`config.mk`:
```
export PLATFORM = sky130hd
export DESIGN_NAME = delay_timer_param
export DESIGN_NICKNAME = d
export VERILOG_FILES = /design/src/rtl/delay_timer_param.sv
export SDC_FILE = /design/constraint.sdc
export NUM_CORES = 1
export LEC_CHECK = 0
export BUFFER_PORTS_ARGS = -buffer_cell sky130_fd_sc_hd__buf_2
export CORE_ASPECT_RATIO = 0.6
export CORE_MARGIN = 3
export CORE_UTILIZATION = 25
export DETAILED_ROUTE_END_ITERATION = 7
export MAX_ROUTING_LAYER = met4
export SKIP_CTS_REPAIR_TIMING = 1
export SLEW_MARGIN = 20
export SYNTH_ARGS = -nofsm -noshare
export SYNTH_HDL_FRONTEND = slang
export SYNTH_SLANG_ARGS = --single-unit
export TNS_END_PERCENT = 10
```
`constraint.sdc`:
```
create_clock -name clk -period 4.1 [get_ports clk]
set_input_delay 0.82 -clock clk [delete_from_list [all_inputs] [get_ports clk]]
set_output_delay 0.82 -clock clk [all_outputs]
set_load 0.1 [all_outputs]
```
`src/rtl/delay_timer_param.sv`:
```
// Programmable interval timer: prescales clk to a tick, counts loaded ticks, pulses timeout.
// Optional done/ack latch enabled by defining DELAY_TIMER_DONE_LATCH_EN.
module delay_timer_param #(
   parameter int unsigned CLK_FREQ_HZ = 50000000,
   parameter int unsigned TICK_HZ     = 1,
   parameter int unsigned CNT_W       = 32
) (
   input  logic             clk,
   input  logic             reset,
   input  logic             start,
   input  logic [CNT_W-1:0] delay,
   input  logic             mode,
   input  logic             pause,
   input  logic             cancel,
   output logic             busy,
   output logic             timeout,
   output logic [CNT_W-1:0] remaining
`ifdef DELAY_TIMER_DONE_LATCH_EN
   ,
   input  logic             ack,
   output logic             done
`endif
);

   localparam int unsigned PRESCALE = CLK_FREQ_HZ / TICK_HZ;
   localparam int unsigned PRE_W    = (PRESCALE > 1) ? $clog2(PRESCALE) : 1;

   typedef enum logic {ST_IDLE, ST_RUN} state_t;

   state_t           r_state;
   logic [PRE_W-1:0] r_pre_cnt;
   logic [CNT_W-1:0] r_remaining;
   logic [CNT_W-1:0] r_delay_q;
   logic             r_mode_q;
   logic             r_timeout;
   logic             r_busy;

   logic w_tick;
   logic w_expire;
   logic w_zero_start;
   logic w_fire;

   // Expiry and zero-delay start are the only sources of a timeout pulse.
   assign w_tick       = (r_state == ST_RUN) && !pause && (r_pre_cnt == PRE_W'(PRESCALE - 1));
   assign w_expire     = w_tick && (r_remaining == CNT_W'(1)) && !cancel && !start;
   assign w_zero_start = start && !cancel && (delay == '0);
   assign w_fire       = w_expire || w_zero_start;

   always_ff @(posedge clk) begin
      if (reset) begin
         r_state     <= ST_IDLE;
         r_pre_cnt   <= '0;
         r_remaining <= '0;
         r_delay_q   <= '0;
         r_mode_q    <= 1'b0;
         r_timeout   <= 1'b0;
         r_busy      <= 1'b0;
      end else begin
         r_timeout <= w_fire;
         if (cancel) begin
            r_state     <= ST_IDLE;
            r_pre_cnt   <= '0;
            r_remaining <= '0;
            r_busy      <= 1'b0;
         end else if (start) begin
            r_pre_cnt <= '0;
            if (delay != '0) begin
               r_state     <= ST_RUN;
               r_delay_q   <= delay;
               r_mode_q    <= mode;
               r_remaining <= delay;
               r_busy      <= 1'b1;
            end else begin
               r_state     <= ST_IDLE;
               r_remaining <= '0;
               r_busy      <= 1'b0;
            end
         end else if (r_state == ST_RUN && !pause) begin
            if (w_tick) begin
               r_pre_cnt <= '0;
               if (r_remaining == CNT_W'(1)) begin
                  if (r_mode_q) begin
                     r_remaining <= r_delay_q;
                  end else begin
                     r_state     <= ST_IDLE;
                     r_remaining <= '0;
                     r_busy      <= 1'b0;
                  end
               end else if (r_remaining != '0) begin
                  r_remaining <= r_remaining - CNT_W'(1);
               end
            end else begin
               r_pre_cnt <= r_pre_cnt + PRE_W'(1);
            end
         end
      end
   end

   assign busy      = r_busy;
   assign timeout   = r_timeout;
   assign remaining = r_remaining;

`ifdef DELAY_TIMER_DONE_LATCH_EN
   logic r_done;

   // Sticky completion flag; a fresh timeout beats a simultaneous clear.
   always_ff @(posedge clk) begin
      if (reset) begin
         r_done <= 1'b0;
      end else if (w_fire) begin
         r_done <= 1'b1;
      end else if (ack || start) begin
         r_done <= 1'b0;
      end
   end

   assign done = r_done;
`endif

endmodule

```
---- After elaboration in Yosys (flattened, before gate mapping) ----
Index checks and enable logic that the tools add are counted.
word-level totals
  word-level logic and storage cells ...... 49
  output and inout bits ................... 34
  flip-flop bits (word level) ............. 93
  input bits .............................. 38
cells by class
  reductions and logical operators ........ 23
  $add $sub $neg .......................... 2
  multiplexer cells ....................... 14
  bitwise logic cells ..................... 1
  equal/unequal tests ..................... 3
operators with widths
  cell                     number
  $mux W32                 7
  $reduce_bool A32 Y1      2
  $eq A32 B1 Y1 const B    1
  $logic_not A32 Y1        1
  $sub A32 B1 Y32 const B  1
  $add A26 B1 Y26 const B  1
  $eq A26 B26 Y1 const B   1
  $mux W26                 1
  $logic_and A1 B1 Y1      7
  $mux W1                  6
  $reduce_and A3 Y1        2
  $reduce_bool A2 Y1       3
  $reduce_and A4 Y1        1
  $logic_not A1 Y1         3
  $reduce_bool A3 Y1       1
  $reduce_or A3 Y1         1
  $ne A2 B2 Y1 const B     1
  $reduce_or A2 Y1         1
  $logic_or A1 B1 Y1       1
  $not A1 Y1               1

---- Logic depth before layout (Yosys ltp) ----
  depth after elaboration ................. 7
  depth in mapped cells ................... 9
  depth with buffers taken out ............ 8

---- Worst setup path before layout ----
OpenSTA, ideal clock, no wires.
  kind .................................... flip-flop to flip-flop
  start ................................... register r_remaining[6] (netlist: remaining[6])
  end ..................................... register r_busy (netlist: busy)
  setup slack ............................. 1,075 ps
  clock period less this slack ............ 3,025 ps
  stages on the path, launching flop included .. 9
  data required time ...................... 3,973 ps
  data arrival time ....................... 2,897 ps
  setup time .............................. 127 ps
  path buffers ............................ 2
  cell sequence ........................... dfxtp_1 -> clkbuf_1 -> nor4_1 -> nand4b_1 -> buf_2 -> or4_1 -> or4_1 -> a31oi_1 -> nor2_1
on the way
  word-level cells in the longest chain between the ends .. 3
ends and longest elaborated chain
  what                          line  source
  start: declaration            32    logic [CNT_W-1:0] r_remaining;
  start signal: assignment      71    r_remaining <= delay;
  start signal: assignment      83    r_remaining <= r_delay_q;
  start signal: assignment      90    r_remaining <= r_remaining - CNT_W'(1);
  $eq A32 B1 Y1                 81    if (r_remaining == CNT_W'(1)) begin
  $reduce_bool A2 Y1 (no line)  n/a
  $reduce_and A4 Y1 (no line)   n/a
  end signal: assignment        72    r_busy <= 1'b1;
  end signal: assignment        76    r_busy <= 1'b0;
  end signal: assignment        87    r_busy <= 1'b0;
  end: declaration              36    logic r_busy;
Every way passes these cells.
A chain may end at the register's enable or synchronous reset.

---- Worst setup path in the final report ----
  start ................................... register r_pre_cnt[24]
  end ..................................... register r_remaining[10] (netlist: remaining[10])
on the way
  word-level cells in the longest chain between the ends .. 4
ends and longest elaborated chain
  what                          line  source
  start: declaration            31    logic [PRE_W-1:0] r_pre_cnt;
  start signal: assignment      93    r_pre_cnt <= r_pre_cnt + PRE_W'(1);
  $eq A26 B26 Y1                44    assign w_tick = (r_state == ST_RUN) && !pause && (r_pre_cnt == PRE_W'(PRESCALE - 1));
  $logic_and A1 B1 Y1           44
  $reduce_bool A2 Y1 (no line)  n/a
  $reduce_and A3 Y1 (no line)   n/a
Every way passes these cells.

==> results by group <==
Status
  – Outcome: complete, no violations

Power
  – Clock power share: 0.381
  – Psw: 738.7 µW
  – Sequential share of power: 0.412
  – P_int: roughly 1600 µW
  – Combinational power share: 0.207
  – Power Density: between 300 and 400 mW/mm²
  – Total Power: around 2300 µW
  – Sw Share: 0.3147
  – Leakage: between 0.002 and 0.0025 µW
  – IR drop worst, VDD: about 0.21 mV

Global route
  – Largest net degree at the start of global routing: 36
  – Initial antenna violation count: 0
  – Total gr overflow: 0
  – Overall routing resource usage: 0.1627
  – First-pass GRT wire length: around 26000 µm
  – Vias in the first global route: 4418

Routing
  – Total number of vias: a little under 5000
  – Detailed Routing Iterations Pass 1: 5
  – Iter 0 DRT Violations: ~680
  – Final wirelength: around 17000 µm
  – Drt via density: around 5.3
  – Number of routed nets with antenna violations: 0
  – # DRC: 0
  – Routed len/inst: 18.36 µm

Die
  – Die X: roughly 190 µm
  – Die area: between 0.02 and 0.025 mm²
  – Number of top-level pins: just over 70
  – Placement row count: 39
  – Initial Utilization: 0.2567
  – Core area: 0.01913 mm²
  – Die Y: between 100 and 150 µm

Timing
  – Final hold violation count: 0
  – Hold slack: 0.4934 ns
  – Final worst slack: roughly 0.94 ns
  – Tmin final: roughly 3.2 ns
  – Worst Skew: 0.009596 ns
  – Post-route clock period utilization: 0.7710
  – RSZ-0062 raised after global routing: false
  – Max-slew violation count: 0
  – Final Setup Violations: 0
  – Worst slew margin: 0.4869
  – Total negative slack: 0 ns
  – Worst-margin pin slew: between 0.7 and 0.8 ns
  – Fmax: roughly 320 MHz

Clock tree
  – CTS tree: done
  – Root buffer cell: clkbuf_16
  – CTS buffer count: 9
  – Max Root-Sink Buffers: 2
  – Clock slew at reported path FFs: 0.06 ns
  – Clock Sinks: between 90 and 100
  – Clk_lat worst skew: approximately 0.34 ns
  – H-tree Lvls: 3

Logic synthesis
  – Netlist cell types: slightly above 60
  – Sequential fraction of the synthesis area: 0.3792
  – Mean Syn Cell Area: 8.407 µm²
  – Post-synth top flop: dfxtp_1
  – YS warnings: 0
  – Mapped Area: ~0.0049 mm²
  – Number of synthesized flops with an enable pin: 0
  – Asr flop ratio synth: 0
  – Adder-Cell Fraction of Synth Area: 0.01019
  – Synth Instances: 584
  – Largest family of logic cells by synthesized area: simple AND/OR/NAND/NOR gates
  – Syn Nets: approximately 630
  – FF+latch count, synth: 93
  – Simple-gate portion of the synthesized area: 0.2576
  – XOR/XNOR share of the synthesized area: 0.04103
  – Mux cell area share after synthesis: 0.06728
  – Compound-Gate Fraction of Synth Area: 0.2069

Placed design
  – I/O Buffers: between 70 and 80
  – GPL Wtd Cong: about 0.9
  – HPWL after DPL: around 13000 µm
  – Place WS: 0.7638 ns

Critical path
  – Critical path's top delay family: simple AND/OR/NAND/NOR gates
  – Reg2reg start: r_pre_cnt[24]
  – Crit Path Max Fanout: 10
  – Critical path endpoint category: flip-flop
  – CP Launch Point: r_pre_cnt[24]
  – Critical Path RT: roughly 4.4 ns
  – CP max-delay cell: or4_1
  – CP cell instances: or4_1, or4_1, or4_1, or2_1, buf_4, a21oi_4, a32o_1
  – Crit path DAT: around 3.4 ns
  – Crit path top cell by count: or4_1
  – WS Path Type: reg -> reg
  – CP startpoint kind: flip-flop
  – CP peak stage delay: about 0.58 ns
  – Buffers & Inverters on Critical Path: 1

Finish
  – Layout area overhead: 20.29%
  – Final #Nets: a little under 700
  – # diodes: 0
  – Layout cells sized above 1: 0.2049
  – Filler Cell Count: 2115

Hold path
  – Worst hold start: r_pre_cnt[1]
  – Min-delay worst type: reg -> reg

Flow run
  – Max cap viols: 0
[cell usage in the layout (no fill, tap or decap), types with 3 or more instances in the layout]
cell        Yosys  routed
and3_1          9       9
clkbuf_16       0       9
o31ai_1         7       6
nand3_1        18      18
or3_1           5       5
and4_1          3       3
o21ai_0        12      12
a32o_1          9       9
or4_1          10      10
o211ai_2       17      17
xor2_1         12      12
inv_1           6       6
ha_1            4       4
xnor2_1        11      11
nor4_1         17      17
a21oi_1        28      28
nand2b_1        4       3
a311oi_1        3       3
nor2_1        101     100
nor4b_1         3       3
nand2_1        36      36
o21ai_1        16      16
buf_4           0      18
a22oi_1         6       6
a31oi_1         8       8
a22o_1          6       6
buf_2           6      71
dfxtp_1        93      93
nand4_1         9       9
clkinvlp_4      0       3
nor3_1         19      19
mux2i_1        33      33
a221oi_1        5       5
[logic make-up (layout without fill, tap and decap cells)]
group,count (synthesis),count (layout)
buffers and inverters,41,111
AND/OR/NAND/NOR,254,254
flip-flops,93,93
AO/OA/AOI/OAI,136,136
multiplexers,33,33
adder cells (fa/ha/maj),4,4
XOR/XNOR,23,23
[synth_stat cells (all sizes together), types with 7 or more instances]
master | count | share of area
and3 | 10 | 0.013
nor3 | 20 | 0.021
buf | 9 | 0.013
a21oi | 29 | 0.032
o31ai | 7 | 0.011
a32o | 9 | 0.018
nand4 | 9 | 0.011
nand3 | 18 | 0.018
o211ai | 19 | 0.046
nand2 | 37 | 0.029
clkbuf | 26 | 0.020
xor2 | 12 | 0.021
dfxtp | 93 | 0.38
nor2 | 101 | 0.077
mux2i | 33 | 0.067
o21ai | 29 | 0.030
nor4 | 18 | 0.026
or4 | 10 | 0.015
a31oi | 8 | 0.010
xnor2 | 11 | 0.020
[final timing paths]
path / end / slack, ns / cells after the start
worst min register to register: r_pre_cnt[1] / 0.49 / 2
worst min-delay path: r_pre_cnt[1] / 0.49 / 2
worst max-delay path: remaining[10] / 0.94 / 7
worst max register to register: remaining[10] / 0.94 / 7
[cell type report]
cell class | count | area, µm² | share of cell area
multi-input combinational | 450 | 2882 | 0.4879
sequential | 93 | 1862 | 0.3153
timing repair buffer | 89 | 490.5 | 0.08305
tap | 266 | 332.8 | 0.05636
clock buffer | 10 | 229.0 | 0.03877
clock inverter | 6 | 87.58 | 0.01483
inverter | 6 | 22.52 | 0.003814
[power groups by stage]
stage | sequential, µW | clock (µW) | combinational, µW
floorplan | 1070 | 0 | 250
global placement | 985 | 0 | 473
detailed placement | 985 | 0 | 476
CTS | 965 | 915 | 478
global route | 970 | 950 | 526
finish | 966 | 894 | 487
[sequential cells by signal, indices dropped and copies added (netlist names)]
name / flops
r_delay_q: 32
remaining: 32
r_pre_cnt: 26
busy: 1
r_mode_q: 1
timeout: 1
[routing by layer]
layer | GRT usage | routed length (µm) | share of wire | vias to the layer above
met4 | 0.02265 | 59 | 0.0035 | 0
met3 | 0.03610 | 1488 | 0.088 | 7
met5 | - | 0 | 0 | -
met2 | 0.1966 | 6006 | 0.36 | 192
met1 | 0.2656 | 9332 | 0.55 | 2346
li1 | - | - | - | 2292
[worst min-delay path, cell delays in order (launching register included)]
cell      delay, ns
dfxtp_1        0.33
nand2_1        0.06
a21boi_0       0.06
[stage by stage]
step | util | area [µm²] | instances
6_report | 0.3087 | 5906 | 920
5_1_grt | 0.3087 | 5906 | 920
4_1_cts | 0.3087 | 5906 | 920
3_5_place_dp | 0.2922 | 5589 | 904
3_3_place_gp | 0.2917 | 5580 | 904
2_1_floorplan | - | 4910 | 584
Power figures use the tool's default switching activity.
